`src/rtl/fjt_pkg.sv`:
```
// Shared definitions for the fork/join timer: controller states and run-mode encodings.
package fjt_pkg;

  typedef enum logic [1:0] {
    ST_IDLE    = 2'd0,
    ST_RUN_PAR = 2'd1,
    ST_RUN_SEQ = 2'd2,
    ST_JOIN    = 2'd3
  } fjt_state_e;

  localparam logic MODE_SEQ = 1'b0;
  localparam logic MODE_PAR = 1'b1;

endpackage

```
`src/rtl/fjt_chan_timer.sv`:
```
// One channel down-counter: loads its delay (0 counts as 1), counts while enabled, expire is a
// combinational pulse on the edge the count runs out; kill clears it with no expire. No backpressure.
module fjt_chan_timer #(
  parameter int CW = 8
) (
  input  logic          clk_i,
  input  logic          rst_i,
  input  logic          load_i,
  input  logic [CW-1:0] load_val_i,
  input  logic          en_i,
  input  logic          kill_i,
  output logic          expire_o
);

  logic [CW-1:0] cnt_q, cnt_d;

  // A count of 1 means this edge is the last one of the delay.
  assign expire_o = en_i && !kill_i && (cnt_q == CW'(1));

  always_comb begin
    cnt_d = cnt_q;
    if (kill_i) begin
      cnt_d = '0;
    end else if (load_i) begin
      cnt_d = (load_val_i == '0) ? CW'(1) : load_val_i;
    end else if (en_i && (cnt_q != '0)) begin
      cnt_d = cnt_q - CW'(1);
    end
  end

  always_ff @(posedge clk_i) begin
    if (rst_i) begin
      cnt_q <= '0;
    end else begin
      cnt_q <= cnt_d;
    end
  end

endmodule

```
`src/rtl/fork_join_timer.sv`:
```
// Fork/join delay timer: channels fire in parallel or chained in index order; done/aborted one cycle
// after the run ends, start ignored while busy. Optional elapsed counter under FJT_ELAPSED_EN.
module fork_join_timer
  import fjt_pkg::*;
#(
  parameter int NCH = 4,
  parameter int CW  = 8
) (
  input  logic                         clk,
  input  logic                         rst,
  input  logic                         start,
  input  logic                         mode,
  input  logic [NCH-1:0]               ch_en,
  input  logic [NCH*CW-1:0]            delay,
  input  logic [NCH-1:0]               abort,
  input  logic                         abort_all,
  output logic [NCH-1:0]               fire,
  output logic                         busy,
  output logic                         done,
`ifdef FJT_ELAPSED_EN
  output logic [CW+$clog2(NCH)+1-1:0]  elapsed,
`endif
  output logic                         aborted
);

  fjt_state_e     state_q, state_d;
  logic [NCH-1:0] pend_q, pend_d;
  logic [NCH-1:0] fire_q, fire_d;
  logic           done_q, done_d;
  logic           aborted_q, aborted_d;
  logic           abt_q, abt_d;

  logic           running;
  logic           launch;
  logic [NCH-1:0] seq_sel;
  logic [NCH-1:0] chan_en;
  logic [NCH-1:0] chan_kill;
  logic [NCH-1:0] chan_exp;
  logic [NCH-1:0] chan_done;

  assign running = (state_q == ST_RUN_PAR) || (state_q == ST_RUN_SEQ);
  // abt_q marks the trailing busy cycle of an abort_all, so a start there is still ignored.
  assign launch  = (state_q == ST_IDLE) && !abt_q && start;

  // In chained mode the active channel is simply the lowest one still pending.
  assign seq_sel   = pend_q & (~pend_q + NCH'(1));
  assign chan_en   = !running ? '0 : ((state_q == ST_RUN_PAR) ? pend_q : seq_sel);
  assign chan_kill = running ? ((abort & pend_q) | {NCH{abort_all}}) : '0;
  assign chan_done = chan_exp | (abort & pend_q);

  for (genvar i = 0; i < NCH; i++) begin : g_chan
    fjt_chan_timer #(
      .CW(CW)
    ) u_chan (
      .clk_i      (clk),
      .rst_i      (rst),
      .load_i     (launch),
      .load_val_i (delay[i*CW +: CW]),
      .en_i       (chan_en[i]),
      .kill_i     (chan_kill[i]),
      .expire_o   (chan_exp[i])
    );
  end

  always_comb begin
    state_d   = state_q;
    pend_d    = pend_q;
    fire_d    = '0;
    done_d    = 1'b0;
    aborted_d = abt_q;
    abt_d     = 1'b0;
    case (state_q)
      ST_IDLE: begin
        if (launch) begin
          pend_d = ch_en;
          if (ch_en == '0) begin
            state_d = ST_JOIN;
          end else if (mode == MODE_PAR) begin
            state_d = ST_RUN_PAR;
          end else begin
            state_d = ST_RUN_SEQ;
          end
        end
      end
      ST_RUN_PAR, ST_RUN_SEQ: begin
        if (abort_all) begin
          state_d = ST_IDLE;
          pend_d  = '0;
          abt_d   = 1'b1;
        end else begin
          fire_d = chan_exp;
          pend_d = pend_q & ~chan_done;
          if (pend_d == '0) begin
            state_d = ST_JOIN;
          end
        end
      end
      ST_JOIN: begin
        state_d = ST_IDLE;
        done_d  = 1'b1;
      end
      default: state_d = ST_IDLE;
    endcase
  end

  always_ff @(posedge clk) begin
    if (rst) begin
      state_q <= ST_IDLE;
    end else begin
      state_q <= state_d;
    end
  end

  always_ff @(posedge clk) begin
    if (rst) begin
      pend_q    <= '0;
      fire_q    <= '0;
      done_q    <= 1'b0;
      aborted_q <= 1'b0;
      abt_q     <= 1'b0;
    end else begin
      pend_q    <= pend_d;
      fire_q    <= fire_d;
      done_q    <= done_d;
      aborted_q <= aborted_d;
      abt_q     <= abt_d;
    end
  end

  assign fire    = fire_q;
  assign done    = done_q;
  assign aborted = aborted_q;
  assign busy    = (state_q != ST_IDLE) || abt_q;

`ifdef FJT_ELAPSED_EN
  localparam int EW = CW + $clog2(NCH) + 1;

  logic [EW-1:0] elapsed_q, elapsed_d;

  always_comb begin
    elapsed_d = elapsed_q;
    if (launch) begin
      elapsed_d = '0;
    end else if (busy) begin
      elapsed_d = elapsed_q + EW'(1);
    end
  end

  always_ff @(posedge clk) begin
    if (rst) begin
      elapsed_q <= '0;
    end else begin
      elapsed_q <= elapsed_d;
    end
  end

  assign elapsed = elapsed_q;
`endif

endmodule

```
`config.mk`:
```
export PLATFORM = sky130hd
export DESIGN_NAME = fork_join_timer
export DESIGN_NICKNAME = d
export VERILOG_FILES = /design/src/rtl/fjt_pkg.sv /design/src/rtl/fjt_chan_timer.sv /design/src/rtl/fork_join_timer.sv
export SDC_FILE = /design/constraint.sdc
export NUM_CORES = 1
export LEC_CHECK = 0
export ABC_AREA = 0
export CAP_MARGIN = 25
export CORE_ASPECT_RATIO = 0.6
export CORE_MARGIN = 3
export CORE_UTILIZATION = 55
export DETAILED_ROUTE_END_ITERATION = 10
export PLACE_DENSITY = 0.81
export SETUP_SLACK_MARGIN = 0.3
export SYNTH_ARGS = -nofsm -noshare
export SYNTH_HDL_FRONTEND = slang
export SYNTH_SLANG_ARGS = --single-unit
export TNS_END_PERCENT = 5
```
`constraint.sdc`:
```
create_clock -name clk -period 4.3 [get_ports clk]
set_input_delay 0.645 -clock clk [delete_from_list [all_inputs] [get_ports clk]]
set_output_delay 0.645 -clock clk [all_outputs]
set_load 0.1 [all_outputs]
```
==> qor.yml <==
status:
  status: "complete, no violations"
finish:
  layout_commonest_cell: "clkdlybuf4s50_1"
  diodes: 0
  fillers: 338
  final_cells: 425
  final_cell_mix: "clkdlybuf4s50_1, dfxtp_1, nor2_1, a21oi_1, a211oi_1"
  areaGrowthSynthToFinish_pct: 27.4
  drive_above_1_share_pct: 5.48
  post-route-util_pct: 76.3
  nNetsFinal: 423
routing:
  antenna_left: 0
  dr.pass1.iters: 5
  viasPerCell: 5.92
  drc: 0
  wl_per_cell_microns: 15.5
  wirelength_microns: 6600
  drt_iter0_markers: 166
  vias: 2517
global_route:
  grt_pass1_vias: 2114
  grt.met3_usage_pct: 4.70
  grt_usage_pct: 24.8
  use_met1_pct: 38.9
  use_met2_pct: 34.2
  overflow: 0
  grt_pass1_wl_microns: 10600
  grt_max_degree: 63
  antenna_found_initial: 0
  busiest_layer: "met1"
power_and_ir_drop:
  max-vdd-ir-drop_mv: 0.296
  leakage_nw: 1.17
  p_per_area_nw_per_um2: 664
worst_setup_path:
  worstPathMaxFanout: 5
  timing.rr.start: "state_q[0]"
  rr_worst_depth: 8
  arrival_ps: 2300
  reg2reg_slack_ps: 1590
  path_class: "reg2out"
  worst_setup_path_start_kind: "flip-flop"
  worstPathRequired_ps: 3650
  r2r-end: "g_chan[0].u_chan.cnt_q[5]"
  cp-end-kind: "output pin"
placement:
  gp_congestion: 0.905
  dpl.hpwl_microns: 4900
  dp.cells: 416
  io_buffers: 51
worst_hold_path:
  hp-start: "aborted_d"
  holdPathStages: 1
  whs_endpoint: "aborted"
  hp-class: "reg2reg"
floorplanning:
  die-area_sq_um: 5600
  initial_core_util_pct: 59.9
  die_x_microns: 94.6
  core_sq_um: 4320
  rows: 18
  dieHeight_microns: 59.2
  io_pins: 52
clocking:
  htree_levels: 2
  clkTransAtPathRegs_ps: 90
  postCtsHoldBufs: 0
  clock_latency_ps: 300
  cts_root_buf: "clkbuf_8"
  cts_tree: "yes"
  postCtsSetupBuffers: 0
  cts_sinks: 45
  cts_buffers: 5
  clock_path_buffers: 2
  post_cts_resized: 0
synth:
  synth_mux_area_share_pct: 0
  syn_area_sq_um: 2590
  ys_warn_count: 0
  netlist_instances: 313
  synth-simple-area-share_pct: 23.2
  avgSynthCellArea_sq_um: 8.27
  synth_edf_count: 0
  synth_seq_cells: 45
  yosysUniqueCellTypes: 46
  synth_xor_area_share_pct: 8.79
  synthArstFlopShare_pct: 0
  synth-main-ff-cell: "dfxtp_1"
  synth_compound_area_share_pct: 22.6
  syn_nets: 372
  synth_top_family_by_area: "simple AND/OR/NAND/NOR gates"
  synth_fa_ha_area_share_pct: 6.76
  yosysSeqAreaShare_pct: 34.8
timing:
  rsz0062_at_grt: "false"
  tightest_slew_ps: 1010
  fin_crit_sh_pct: 68.5
  fmax_ghz: 0.339
  slew_viol_final: 0
  clock_skew_ps: 11.5
  setup-tns-final_ps: 0
  setup_viol: 0
  max_slew_margin_pct: 32.4
  fin_crit_ps: 2950
  hold_viol_final: 0
job:
  cap_viol_max_count: 0
-- routing by layer --
metal,up-vias,part of all wire [%]
met5,-,0
met4,0,0.89
met3,6,8.8
met2,115,41
met1,1159,49
li1,1237,-
-- registers in the layout, indices dropped and copies added (netlist names) --
name                 flops
aborted                  1
aborted_d                1
done                     1
fire                     4
g_chan.u_chan.cnt_q     32
pend_q                   4
state_q                  2
-- how the worst max path moves through the flow --
stage	start	endpoint	cells past startpoint
6_report	state_q[0]	busy	4
5_1_grt	state_q[0]	busy	4
3_5_place_dp	start	pend_q[2]	5
3_3_place_gp	start	pend_q[1]	6
4_1_cts	state_q[0]	busy	4
2_1_floorplan	state_q[0]	g_chan[0].u_chan.cnt_q[0]	8
-- cell usage after synthesis, types with 3 or more instances --
cell type  number  share of area, %
dfxtp_1        45                35
nor2_1         42               6.1
a21oi_1        23               4.4
a211oi_1       20               5.8
inv_1          18               2.6
nand2_1        18               2.6
xor2_1         18               6.1
o21ai_0        15               2.9
ha_1           14               6.8
nor3_1         11               2.1
nor4_1         10               2.4
clkbuf_1        8               1.2
nand3_1         8               1.5
xnor2_1         8               2.7
and3_1          4              0.97
nand3b_1        4               1.2
or4_1           4               1.2
nor2b_1         3              0.72
or3_1           3              0.72
-- through the flow --
step | setup slack (ps) | hold WS [ps] | power, mW | area [sq um]
final | 1350 | 474 | 2.19 | 3300
after global routing | 1260 | 505 | 2.34 | 3300
after CTS | 1350 | 477 | 2.16 | 3280
after detailed placement | 1520 | 465 | 1.77 | 3150
after global placement | 1590 | 450 | 1.73 | 3150
after floorplan | 1640 | 429 | 1.50 | 2590
-- critical path: stages (launching register included) --
cell             delay (ps)
dfxtp_1                 410
inv_1                    70
ha_1                    260
nand2b_1                120
clkdlybuf4s50_1        1140
-- layout make-up --
class / count / area (sq um) / area share [%]
Sequential cell: 45 / 901 / 27.3
Multi-Input combinational cell: 241 / 1590 / 48.1
Clock buffer: 5 / 68.8 / 2.09
Tap cell: 60 / 75.1 / 2.28
Inverter: 19 / 71.3 / 2.16
Clock inverter: 3 / 65.1 / 1.97
Timing Repair Buffer: 52 / 531 / 16.1
-- kinds of logic (layout without fill, tap and decap cells) --
group	after synthesis	count (layout)
DFF	45	45
xor gates and xnor gates	26	26
buffers and inverters	27	79
and+or+nand+nor	119	119
AOI/OAI and AO/OA	82	82
adders and majority gates	14	14
-- power breakdown --
part           leakage, nW  total (mW)  switching, mW  internal, mW
logic                0.737        1.11          0.683         0.423
clock network       0.0681       0.378          0.148         0.231
registers            0.370       0.706          0.151         0.555
(Power assumes the default switching activity.)
==> edit: new RTL, config.mk and constraints unchanged <==
`CW` is set to 8 in 2 places; all go to 12.
--- a/src/rtl/fjt_chan_timer.sv
+++ b/src/rtl/fjt_chan_timer.sv
@@ -2,5 +2,5 @@
 // combinational pulse on the edge the count runs out; kill clears it with no expire. No backpressure.
 module fjt_chan_timer #(
-  parameter int CW = 8
+  parameter int CW = 12
 ) (
   input  logic          clk_i,
--- a/src/rtl/fork_join_timer.sv
+++ b/src/rtl/fork_join_timer.sv
@@ -5,5 +5,5 @@
 #(
   parameter int NCH = 4,
-  parameter int CW  = 8
+  parameter int CW  = 12
 ) (
   input  logic                         clk,
Interface: changed (resized delay); port bits go from 52 to 68. The function was not compared with the original's and may differ.
==> edit against the original RTL <==
- design area up 39%
- sequential cell count up 16
- final cell count up 40%
- synthesized area up 43%
- non-clock buffer count up 17
- setup slack worse by 8.6 ps
- via count up 45%
- sequential share of layout area down 0.59 points
- total power up 38%
- routed wire length up 51%
- critical path depth unchanged
- highest routed layer unchanged
==> edit: results (changes against the original RTL) <==
synth:
  synth.top_cells.by_area: "dfxtp_1 (33%), a211oi_1 (5.3%), ha_1 (5.1%)"
  synth_cell_types: 60  # +30%
  yosysSeqAreaShare_pct: 33.0  # -1.7 points
  synth_fp_nets: 524  # +41%
place:
  port_bufs: 67  # +31%
  gpl.final_weighted_congestion: 0.886  # -2.0%
  place_hpwl_um: 7490  # +53%
  placement.setup.worst_slack_ps: 1450  # -72.0 ps
routing:
  wl_per_cell_um: 16.7  # +7.3%
  dr.first_iter.drc_count: 365  # +120%
global_routing:
  grtUsageMet3_pct: 9.07  # +4.4 points
  grt.met1_usage_pct: 36.9  # -2.0 points
  global_route_wire_length_before_repair_um: 16000  # +51%
  grt_pass1_vias: 3279  # +55%
  grt_max_degree: 52  # -17%
  grt.met2_usage_pct: 35.6  # +1.4 points
final_layout:
  layout-drive-gt1-share_pct: 6.43  # +0.95 points
  finalNetCount: 585  # +38%
  largest_register_ffs: 48  # +50%
pwr:
  cellLeakagePower_uw: 0.00157  # +34%
  ir_worst_vdd_v: 0.000501  # +69%
timing:
  timing.slew.headroom_pct: 35.1  # +2.7 points
  timing.clock.skew_ps: 8.70  # -2.80 ps
status:
  result_of_the_run: "finished, final reports clean"
setup_path:
  critical_path_peak_fanout: 6  # +1
  worstRegToRegCells: 7  # -1
cts:
  cts_inserted_buffers: 9  # +4
-- edit: cell count changes in the layout (fill, tap and decap cells not counted), sizes merged, moves of 6 or more --
cell           change
nor4              +17
clkdlybuf4s50     +16
dfxtp             +16
nand4             +12
nor3              +11
xnor2             +11
clkbuf             +8
a211oi             +6
-- edit: worst paths after layout --
path / startpoint / end / slack [ps]
worst max register to register: state_q[0]$_SDFFE_PP0P_ / g_chan[1].u_chan.cnt_q[9]$_SDFFE_PP0P_ / 1710
worst min register to register: aborted_d$_SDFF_PP0_ / aborted$_SDFF_PP0_ / 470
worst min-delay path: aborted_d$_SDFF_PP0_ / aborted$_SDFF_PP0_ / 470
worst max-delay path: state_q[0]$_SDFFE_PP0P_ / busy / 1340
-- edit: power breakdown --
part	switching, uW	internal (uW)	total, uW
sequential	223	760	983
clock	209	220	429
combinational	1010	611	1620
total	1440	1590	3030
-- edit: metal layers --
layer	routed length (um)	up-vias
li1	-	1787
met1	4740	1657
met2	4050	195
met3	1070	11
met4	91	0
met5	0	-
-- edit: logic make-up (layout without fill, tap and decap cells) --
logic type	after synthesis	in the layout	synth area share, %
adder cells (fa/ha/maj)	15	15	5.08
multiplexers	4	4	1.12
AND/OR/NAND/NOR	190	190	29.3
AO/OA/AOI/OAI	108	108	19.8
XOR/XNOR	33	33	7.82
flip-flops	61	61	33.0
buffers and inverters	37	102	3.86
-- edit: area by class of cell --
| cell class | count | area (um2) |
|---|---|---|
| Multi-Input combinational cell | 350 | 2330 |
| Fill cell | 472 | 1730 |
| Inverter | 18 | 67.6 |
| Sequential cell | 61 | 1220 |
| Timing Repair Buffer | 69 | 686 |
| Clock inverter | 2 | 10.0 |
| Clock buffer | 13 | 149 |
| Tap cell | 84 | 105 |
-- edit: stage by stage --
step	std cells	total power, uW	hold slack, ps
6_report	597	3030	469
2_1_floorplan	448	2160	443
3_3_place_gp	582	2510	462
5_1_grt	597	3250	497
4_1_cts	597	3000	472
3_5_place_dp	582	2550	463
